[config.mk]
export PLATFORM = sky130hd
export DESIGN_NAME = coherency_config_responder
export DESIGN_NICKNAME = d
export VERILOG_FILES = /design/src/rtl/coherency_config_responder.sv
export SDC_FILE = /design/constraint.sdc
export NUM_CORES = 1
export LEC_CHECK = 0
export BUFFER_PORTS_ARGS = -buffer_cell sky130_fd_sc_hd__buf_4
export CAP_MARGIN = 20
export CORE_ASPECT_RATIO = 1.4
export CORE_MARGIN = 10
export CORE_UTILIZATION = 59
export DETAILED_ROUTE_END_ITERATION = 10
export MAX_ROUTING_LAYER = met4
export PLACE_DENSITY = 0.87
export SLEW_MARGIN = 40
export SYNTH_ARGS = -nofsm -noshare
export SYNTH_HDL_FRONTEND = slang
export SYNTH_SLANG_ARGS = --single-unit
[constraint.sdc]
create_clock -name clk -period 5.87 [get_ports clk]
set_clock_uncertainty 0.05 [all_clocks]
set_input_delay 0.2935 -clock clk [delete_from_list [all_inputs] [get_ports clk]]
set_output_delay 0.2935 -clock clk [all_outputs]
set_load 0.005 [all_outputs]
[src/rtl/coherency_config_responder.sv]
// ---------------------------------------------------------------------------
// coherency_config_responder
//
// Responder end of the coherency configure handshake, living in the coherent
// manager. The memory controller hands over one {base address, line count}
// configuration per cfg_valid/cfg_ack transfer. The block then walks that
// region one cache line at a time and offers each line-aligned address to
// the watch table over a valid/ready stream. While a walk is in progress
// cfg_ack is held low, so a second configuration cannot arrive mid-walk.
//
// Parameters
//   ADDR_W      width of base and watch addresses
//   SIZE_W      width of the cache-line count
//   LINE_BYTES  cache line size in bytes (power of two, at least 2)
//
// Ports
//   clk            clock
//   rst            asynchronous reset, active-high
//   cfg_valid      configuration offered by the memory controller
//   cfg_base_addr  first byte address of the region (any alignment)
//   cfg_size       number of cache lines in the region (0 is legal)
//   cfg_ack        registered ready/ack; a transfer is cfg_valid && cfg_ack
//   watch_valid    a watch address is being offered
//   watch_ready    the watch table can take the offered address
//   watch_addr     line-aligned address being offered (0 when idle)
//   watch_last     the offered address is the final line of the region
//   cfg_done       one-cycle pulse once a configuration is fully issued
//   busy           high while the region is being walked
// ---------------------------------------------------------------------------
module coherency_config_responder #(
    parameter int ADDR_W     = 64,
    parameter int SIZE_W     = 32,
    parameter int LINE_BYTES = 64
) (
    input  logic              clk,
    input  logic              rst,
    input  logic              cfg_valid,
    input  logic [ADDR_W-1:0] cfg_base_addr,
    input  logic [SIZE_W-1:0] cfg_size,
    output logic              cfg_ack,
    output logic              watch_valid,
    input  logic              watch_ready,
    output logic [ADDR_W-1:0] watch_addr,
    output logic              watch_last,
    output logic              cfg_done,
    output logic              busy
);

    typedef enum logic {
        IDLE = 1'b0,
        WALK = 1'b1
    } state_t;

    // LINE_BYTES is a power of two, so clearing the offset bits is a mask
    // with the low log2(LINE_BYTES) bits zero.
    localparam logic [ADDR_W-1:0] LINE_STEP = ADDR_W'(LINE_BYTES);
    localparam logic [ADDR_W-1:0] LINE_MASK = ~(LINE_STEP - ADDR_W'(1));

    state_t              state_q;
    state_t              state_d;
    logic [ADDR_W-1:0]   cur_addr_q;
    logic [ADDR_W-1:0]   cur_addr_d;
    logic [SIZE_W-1:0]   remaining_q;
    logic [SIZE_W-1:0]   remaining_d;
    logic                ack_q;
    logic                ack_d;
    logic                done_q;
    logic                done_d;

    logic                walking;
    logic                last_line;
    logic                accept;
    logic                handshake;

    // Decoded views of the current state shared by the next-state logic and
    // the outputs. accept uses the registered ack, so the acceptance path
    // never feeds back combinationally into cfg_ack.
    assign walking   = (state_q == WALK);
    assign last_line = (remaining_q == SIZE_W'(1));
    assign accept    = cfg_valid && ack_q;
    assign handshake = walking && watch_ready;

    // State register. Everything, including the ack and done flops, clears
    // asynchronously so a reset in the middle of a walk abandons it at once
    // and never leaves a stray cfg_done pulse behind.
    always_ff @(posedge clk or posedge rst) begin
        if (rst) begin
            state_q     <= IDLE;
            cur_addr_q  <= '0;
            remaining_q <= '0;
            ack_q       <= 1'b0;
            done_q      <= 1'b0;
        end else begin
            state_q     <= state_d;
            cur_addr_q  <= cur_addr_d;
            remaining_q <= remaining_d;
            ack_q       <= ack_d;
            done_q      <= done_d;
        end
    end

    // Next-state logic.
    // IDLE raises ack on the first edge after reset and keeps it up. A
    // zero-length configuration is swallowed in place and only produces the
    // done pulse; a non-empty one latches the aligned base and the line count
    // and drops ack for the duration of the walk.
    // WALK advances one line per accepted address. The address adder simply
    // wraps at the top of the address space. When the final line is taken the
    // block returns to IDLE with ack raised and done pulsed in the same cycle,
    // which gives the N+1 cycle minimum spacing between configurations.
    always_comb begin
        state_d     = state_q;
        cur_addr_d  = cur_addr_q;
        remaining_d = remaining_q;
        ack_d       = ack_q;
        done_d      = 1'b0;

        case (state_q)
            IDLE: begin
                ack_d = 1'b1;
                if (accept) begin
                    if (cfg_size == '0) begin
                        done_d = 1'b1;
                    end else begin
                        state_d     = WALK;
                        ack_d       = 1'b0;
                        cur_addr_d  = cfg_base_addr & LINE_MASK;
                        remaining_d = cfg_size;
                    end
                end
            end

            WALK: begin
                ack_d = 1'b0;
                if (handshake) begin
                    cur_addr_d  = cur_addr_q + LINE_STEP;
                    remaining_d = remaining_q - SIZE_W'(1);
                    if (last_line) begin
                        state_d = IDLE;
                        ack_d   = 1'b1;
                        done_d  = 1'b1;
                    end
                end
            end

            default: begin
                state_d = IDLE;
                ack_d   = 1'b0;
            end
        endcase
    end

    // Outputs are decoded purely from registered state, so they hold steady
    // for as long as the watch table stalls. The address is forced to zero
    // outside a walk so idle cycles do not expose a stale line.
    assign cfg_ack     = ack_q;
    assign cfg_done    = done_q;
    assign busy        = walking;
    assign watch_valid = walking;
    assign watch_last  = walking && last_line;
    assign watch_addr  = walking ? cur_addr_q : '0;

endmodule

==> metrics.csv, run 1 <==
stage,metric,value,unit
global_routing,grt ovf,0,
worst_setup_path,critical path buffer and inverter count,2,
logic_synthesis,share of async-settable or async-resettable flops after synthesis,100.0,%
logic_synthesis,Seq cells post-synth,93,
detailed_routing,drt pass-1 iters,6,
logic_synthesis,Yosys top cell by area,dfrtp_1,
worst_setup_path,CP Capture Type,output port,
global_routing,first-pass GRT wire length,39.69,mm
final_layout,n_diodes,0,
final_layout,post-route cell area,8508,um^2
detailed_routing,DR DRC count,0,
place,IO Port Bufs,156,
die,Die Span Y,148.4,um
logic_synthesis,post-synthesis cell type count,67,
place,gpl congestion,0.9174,
hold_path,worst hold path class,in -> reg,
final_layout,fraction of layout cells with a size suffix above 1,21.82,%
worst_setup_path,critical path startpoint category,register,
logic_synthesis,largest cells by area after synthesis,"dfrtp_1, nor2_1, and2_1",
timing,final slew viol count,0,
timing,Setup TNS Final,0,ns
logic_synthesis,top_reg_cell synth,dfrtp_1,
global_routing,GR Util All Layers,29.30,%
worst_setup_path,Critical Path Max Stage Delay,0.74,ns
die,Die W,111.7,um
worst_setup_path,cells along the critical path,buf_4 > nand2_1 > nor4b_1 > and3_1 > buf_4,
global_routing,initial antenna violation count,0,
power_and_ir_drop,leakage power,3.545,nW
die,core footprint,11450,um^2
cts,deepest clock path buffer count,2,
cts,TritonCTS clock tree,yes,
die,Cell Rows,46,
timing,Slew @ Worst Pin,0.8642,ns
die,Initial Util,60.71,%
final_layout,"commonest non-fill, non-tap cell in the layout",buf_4,
logic_synthesis,synthesized netlist cell count,859,
final_layout,Fillers,891,
logic_synthesis,synthesis warning total,0,
timing,Rel. slew slack,42.39,%
cts,"Reg clk slew, reported paths",0.07,ns
cts,root buf cell,clkbuf_16,
worst_setup_path,crit-path leading delay family,simple AND/OR/NAND/NOR gates,
timing,unrepaired setup endpoints after global routing,false,
global_routing,largest net degree at the start of global routing,76,
timing,Final setup viols,0,
logic_synthesis,Syn Area/Cell,8.094,um^2
worst_setup_path,cell mode on critical path,buf_4,
die,I/O pin count,169,
cts,cts bufs inserted,9,
timing,min Tclk post-route,3.127,ns
detailed_routing,Final ANT Viol Nets,0,
die,DIE AREA,16590,um^2
worst_setup_path,CP max-delay cell,dfrtp_4,
logic_synthesis,register area share after synthesis,33.47,%
logic_synthesis,"EDFF count, synth",0,
final_layout,Layout Nets,1077,
cts,Clock Sinks,93,
outcome,status,completed,
detailed_routing,vias per inst,7.016,
cts,CTS resizes,0,
cts,post-CTS setup buffer count,0,
detailed_routing,DRT iter0 DRCs,863,
place,Post-Place Cell Area,8187,um^2
timing,Tcrit/Tclk final,53.28,%
worst_setup_path,WS Path Type,reg -> out,
logic_synthesis,"Cell Area, Synth",6953,um^2
power_and_ir_drop,P per Cell Area,203.8,nW/um^2
worst_setup_path,"Data required, critical path",5.53,ns
flow_run,max-cap viol count,0,
cts,Worst-Skew Late Latency,0.35,ns
final_layout,synthesis-to-layout area growth,22.37,%
final_layout,area of the multi-input gates,4277,um^2
worst_setup_path,CP Max Fanout,54,
detailed_routing,via count,7858,
global_routing,vias in the first global route,7797,
detailed_routing,drt total wl,24.48,mm
final_layout,FF/Latch Area,2331,um^2
power_and_ir_drop,Worst VDD drop,132.9,uV
logic_synthesis,Yosys top cell area share,33.47,%
final_layout,most frequent cells in the layout,"buf_4, dfrtp_1, nor2_1",
worst_setup_path,worst path arrival time,2.78,ns
cts,htree depth,3,
timing,final hold violations,0,
detailed_routing,DR WL/cell,21.86,um
timing,fmax,319.7,MHz
place,DPL Wire Length,16.78,mm
layout make-up:
type	instances	area share, %
Clock inverter	2	0.7059
Multi-Input combinational cell	673	50.26
Timing Repair Buffer	168	15.37
Clock buffer	11	2.853
Tap cell	144	2.118
Inverter	29	1.294
Sequential cell	93	27.40
registers in the layout, indices dropped and copies added, names as in the netlist:
| register | flops |
|---|---|
| cfg_done | 1 |
| busy | 1 |
| cur_addr_q | 58 |
| cfg_ack | 1 |
| remaining_q | 32 |
routing by layer:
layer	routed length, um	track usage [%]
met1	9174	34.19
met4	1294	16.62
met3	2162	4.871
met2	11850	46.96
met5	0	-
per-stage QoR:
stage                     hold slack, ns  setup WS [ns]  std cells  util (%)  power [mW]
after floorplan                   0.3592          3.106        864         -      0.9598
after global placement            0.2408          2.988       1104     70.94       1.090
after detailed placement          0.2427          2.986       1106     71.48       1.104
after CTS                         0.1221          2.829       1120     74.21       1.719
after global routing              0.1284          2.642       1120     74.28       1.799
final                             0.1126          2.743       1120     74.28       1.734
path summary, 6_finish.rpt:
check | startpoint | endpoint | slack [ns] | depth (start not counted)
hold reg to reg | remaining_q[12] | remaining_q[12] | 0.46 | 1
min in group asynchronous | rst | remaining_q[3] | 0.41 | 3
max in group asynchronous | rst | cur_addr_q[22] | 4.33 | 4
setup reg to reg | busy | cur_addr_q[51] | 2.86 | 6
setup / recovery | busy | watch_last | 2.74 | 5
hold / removal | cfg_base_addr[54] | cur_addr_q[54] | 0.11 | 3
cell usage after synthesis, drive strengths merged, types with 3 or more instances:
library cell / number
nor4b: 3
and4: 11
mux2i: 20
nand4: 35
a221o: 6
or2: 8
buf: 15
ha: 3
o22ai: 10
nor4: 38
nor2b: 3
a22oi: 22
o22a: 25
o311a: 3
dfrtp: 93
o2bb2a: 7
nor3b: 3
a41oi: 4
a2bb2oi: 12
a211oi: 16
a221oi: 5
a311oi: 3
nand3: 37
nor3: 51
or3: 7
nand2: 71
a32oi: 5
o31ai: 4
o32ai: 3
and2: 45
and3: 18
clkbuf: 54
inv: 28
a21oi: 31
or4: 9
o221ai: 4
o221a: 4
a211o: 3
a31oi: 15
nor2: 77
o21ai: 20
o211ai: 12
report_power, final:
| part | switching (mW) | total [mW] | internal (mW) |
|---|---|---|---|
| Clock | 0.252 | 0.631 | 0.378 |
| Combinational | 0.169 | 0.328 | 0.158 |
| Sequential | 0.0836 | 0.775 | 0.692 |
| Total | 0.506 | 1.73 | 1.23 |
worst register-to-register path: stages (launching register included):
cell and delay [ns]:
dfrtp_4 0.74, buf_4 0.55, nor2_1 0.21, o21ai_4 0.10, buf_4 0.67, a22oi_1 0.27, o2bb2a_1 0.32
repair_timing:
action | in CTS | in global routing
hold buffers | 1 | 0
endpoints found under the setup margin | 0 | 0
endpoints found under the hold margin | 20 | 0
kinds of logic (layout without fill, tap and decap cells):
family	after synthesis	after routing	synth area share (%)
AO/OA/AOI/OAI	226	226	24.38
adder cells (fa/ha/maj)	3	3	0.5399
buffers and inverters	98	210	5.920
flip-flops	93	93	33.47
multiplexers	20	20	2.879
other	1	6	0.05393
AND/OR/NAND/NOR	418	418	32.75
Note: power is estimated with default switching activity, not from simulation.
==> run 2: changes to the inputs <==
--- a/config.mk
+++ b/config.mk
@@ -9,10 +9,10 @@
 export CAP_MARGIN = 20
 export CORE_ASPECT_RATIO = 1.4
 export CORE_MARGIN = 10
-export CORE_UTILIZATION = 59
+export CORE_UTILIZATION = 50
 export DETAILED_ROUTE_END_ITERATION = 10
 export MAX_ROUTING_LAYER = met4
-export PLACE_DENSITY = 0.87
+export PLACE_DENSITY = 0.78
 export SLEW_MARGIN = 40
 export SYNTH_ARGS = -nofsm -noshare
 export SYNTH_HDL_FRONTEND = slang
==> constraint.sdc (replaced) <==
create_clock -name clk -period 2.8 [get_ports clk]
set_clock_uncertainty 0.05 [all_clocks]
set_input_delay 0.14 -clock clk [delete_from_list [all_inputs] [get_ports clk]]
set_output_delay 0.14 -clock clk [all_outputs]
set_load 0.005 [all_outputs]
==> run 2 against run 1 <==
Effect of this change:
- die area increased by 15%
- cell count increased by 6.4%
- hold slack got worse by 0.085 ns
- total power increased by 100%
- cell area increased by 3.2%
- critical endpoint is now cur_addr_q[42]
- critical path type is now reg -> reg
- highest routed layer unchanged
==> metrics.csv, run 2 (synthesis gave the netlist of run 1 again) <==
stage,metric,value,unit
outcome,status,completed,
cts,Clock Sinks,93,
global_routing,first-pass GRT wire length,40.90,mm
hold_path,worst hold path class,in -> reg,
global_routing,largest net degree at the start of global routing,51,
final_layout,"Core Util, Final",64.95,%
worst_setup_path,Critical R2R Launch,cur_addr_q[7],
die,DIE AREA,19090,um^2
final_layout,synthesis-to-layout area growth,26.24,%
final_layout,"commonest non-fill, non-tap cell in the layout",buf_4,
worst_setup_path,"Data required, critical path",2.98,ns
worst_setup_path,Worst Setup EP,cur_addr_q[42],
cts,CTS resizes,0,
final_layout,Layout Nets,1108,
cts,"Reg clk slew, reported paths",0.07,ns
cts,root buf cell,clkbuf_16,
detailed_routing,via count,7884,
timing,fmax,389.3,MHz
detailed_routing,met3 routed WL,1.755,mm
place,IO Port Bufs,156,
worst_setup_path,WS Path Type,reg -> reg,
timing,Setup TNS Final,0,ns
detailed_routing,drt total wl,25.44,mm
timing,Slew @ Worst Pin,0.7240,ns
final_layout,Fillers,1194,
worst_setup_path,CP Capture Type,register,
hold_path,hold depth,3,
global_routing,initial antenna violation count,0,
detailed_routing,DR WL/cell,21.35,um
final_layout,n_diodes,0,
timing,Tcrit/Tclk final,91.74,%
timing,final slew viol count,0,
detailed_routing,max layer used,met4,
final_layout,most frequent cells in the layout,"buf_4, dfrtp_1, nor2_1",
timing,worst setup margin,0.2312,ns
detailed_routing,DR DRC count,0,
cts,Worst-Skew Late Latency,0.35,ns
power_and_ir_drop,P per Cell Area,400.1,nW/um^2
cts,cts bufs inserted,9,
cts,htree depth,3,
timing,Rel. slew slack,51.29,%
place,dpl ws,0.2853,ns
timing,final hold violations,0,
final_layout,post-route cell area,8777,um^2
timing,min Tclk post-route,2.569,ns
place,placed insts,1165,
final_layout,fraction of layout cells with a size suffix above 1,23.27,%
worst_setup_path,R2R depth,6,
die,I/O pin count,169,
die,Die Span Y,159.5,um
detailed_routing,Metal-1 WL,10.12,mm
global_routing,GR Util All Layers,26.42,%
cts,deepest clock path buffer count,2,
global_routing,vias in the first global route,7772,
worst_setup_path,R2R Path End,cur_addr_q[42],
hold_path,HP Start,cfg_size[22],
timing,Final setup viols,0,
final_layout,Post-Layout Cell Count,1192,
die,Cell Rows,50,
detailed_routing,drt pass-1 iters,5,
flow_run,max-cap viol count,0,
global_routing,grt ovf,0,
place,DPL Wire Length,18.33,mm
place,Post-Place Cell Area,8387,um^2
detailed_routing,vias per inst,6.614,
timing,unrepaired setup endpoints after global routing,false,
worst_setup_path,setup slack on the worst flop-to-flop path,0.23,ns
worst_setup_path,critical path startpoint category,register,
power_and_ir_drop,leakage power,3.659,nW
detailed_routing,routed wl met2,12.49,mm
final_layout,Largest regs,"cur_addr_q x58, remaining_q x32",
final_layout,register bank with the most flops,cur_addr_q,
place,gpl congestion,1.005,
cts,TritonCTS clock tree,yes,
worst_setup_path,worst path arrival time,2.75,ns
die,Initial Util,51.45,%
die,Die W,119.7,um
timing,Hold WS,0.02788,ns
detailed_routing,DRT iter0 DRCs,724,
worst_setup_path,Worst setup startpoint,cur_addr_q[7],
worst_setup_path,CP Max Fanout,6,
detailed_routing,Final ANT Viol Nets,0,
final_layout,max reg flops,58,
power_and_ir_drop,overall power,3.511,mW
die,core footprint,13510,um^2
power_and_ir_drop,Worst VDD drop,311.8,uV
[run 2: critical path, stage by stage, from the launching register on]
cell and delay [ns]:
dfrtp_1 0.42, ha_1 0.25, nand2_1 0.21, or4_1 0.71, or4_1 0.57, a32oi_1 0.16, o21ai_1 0.08
[run 2: what timing repair did]
action / CTS / global route
hold buffers: 11 / 0
setup buffers: 0 / 0
endpoints found under the hold margin: 53 / 0
[run 2: power breakdown]
part / total, mW / internal, mW / switching (mW)
Combinational: 0.712 / 0.349 / 0.363
Sequential: 1.62 / 1.45 / 0.171
Clock: 1.18 / 0.651 / 0.527
[run 2: worst min path at each step]
| stage | endpoint | slack [ns] |
|---|---|---|
| after floorplan | cur_addr_q[52] | 0.21 |
| after global placement | remaining_q[20] | 0.28 |
| after detailed placement | remaining_q[20] | 0.13 |
| after CTS | remaining_q[22] | 0.03 |
| after global routing | remaining_q[17] | 0.04 |
| final | remaining_q[22] | 0.03 |
[run 2: area by class of cell]
type / instances / area (um^2) / area share (%)
clock inverter: 3 / 20.02 / 0.2281
inverter: 29 / 113.9 / 1.297
clock buffer: 13 / 260.3 / 2.965
sequential: 93 / 2331 / 26.56
multi-input combinational: 673 / 4265 / 48.60
tap: 182 / 227.7 / 2.594
timing repair buffer: 199 / 1559 / 17.76
[run 2: routing by layer]
layer,track usage [%],vias up
li1,-,3571
met2,42.85,432
met4,12.16,0
met5,-,-
met1,31.56,3792
met3,3.864,89
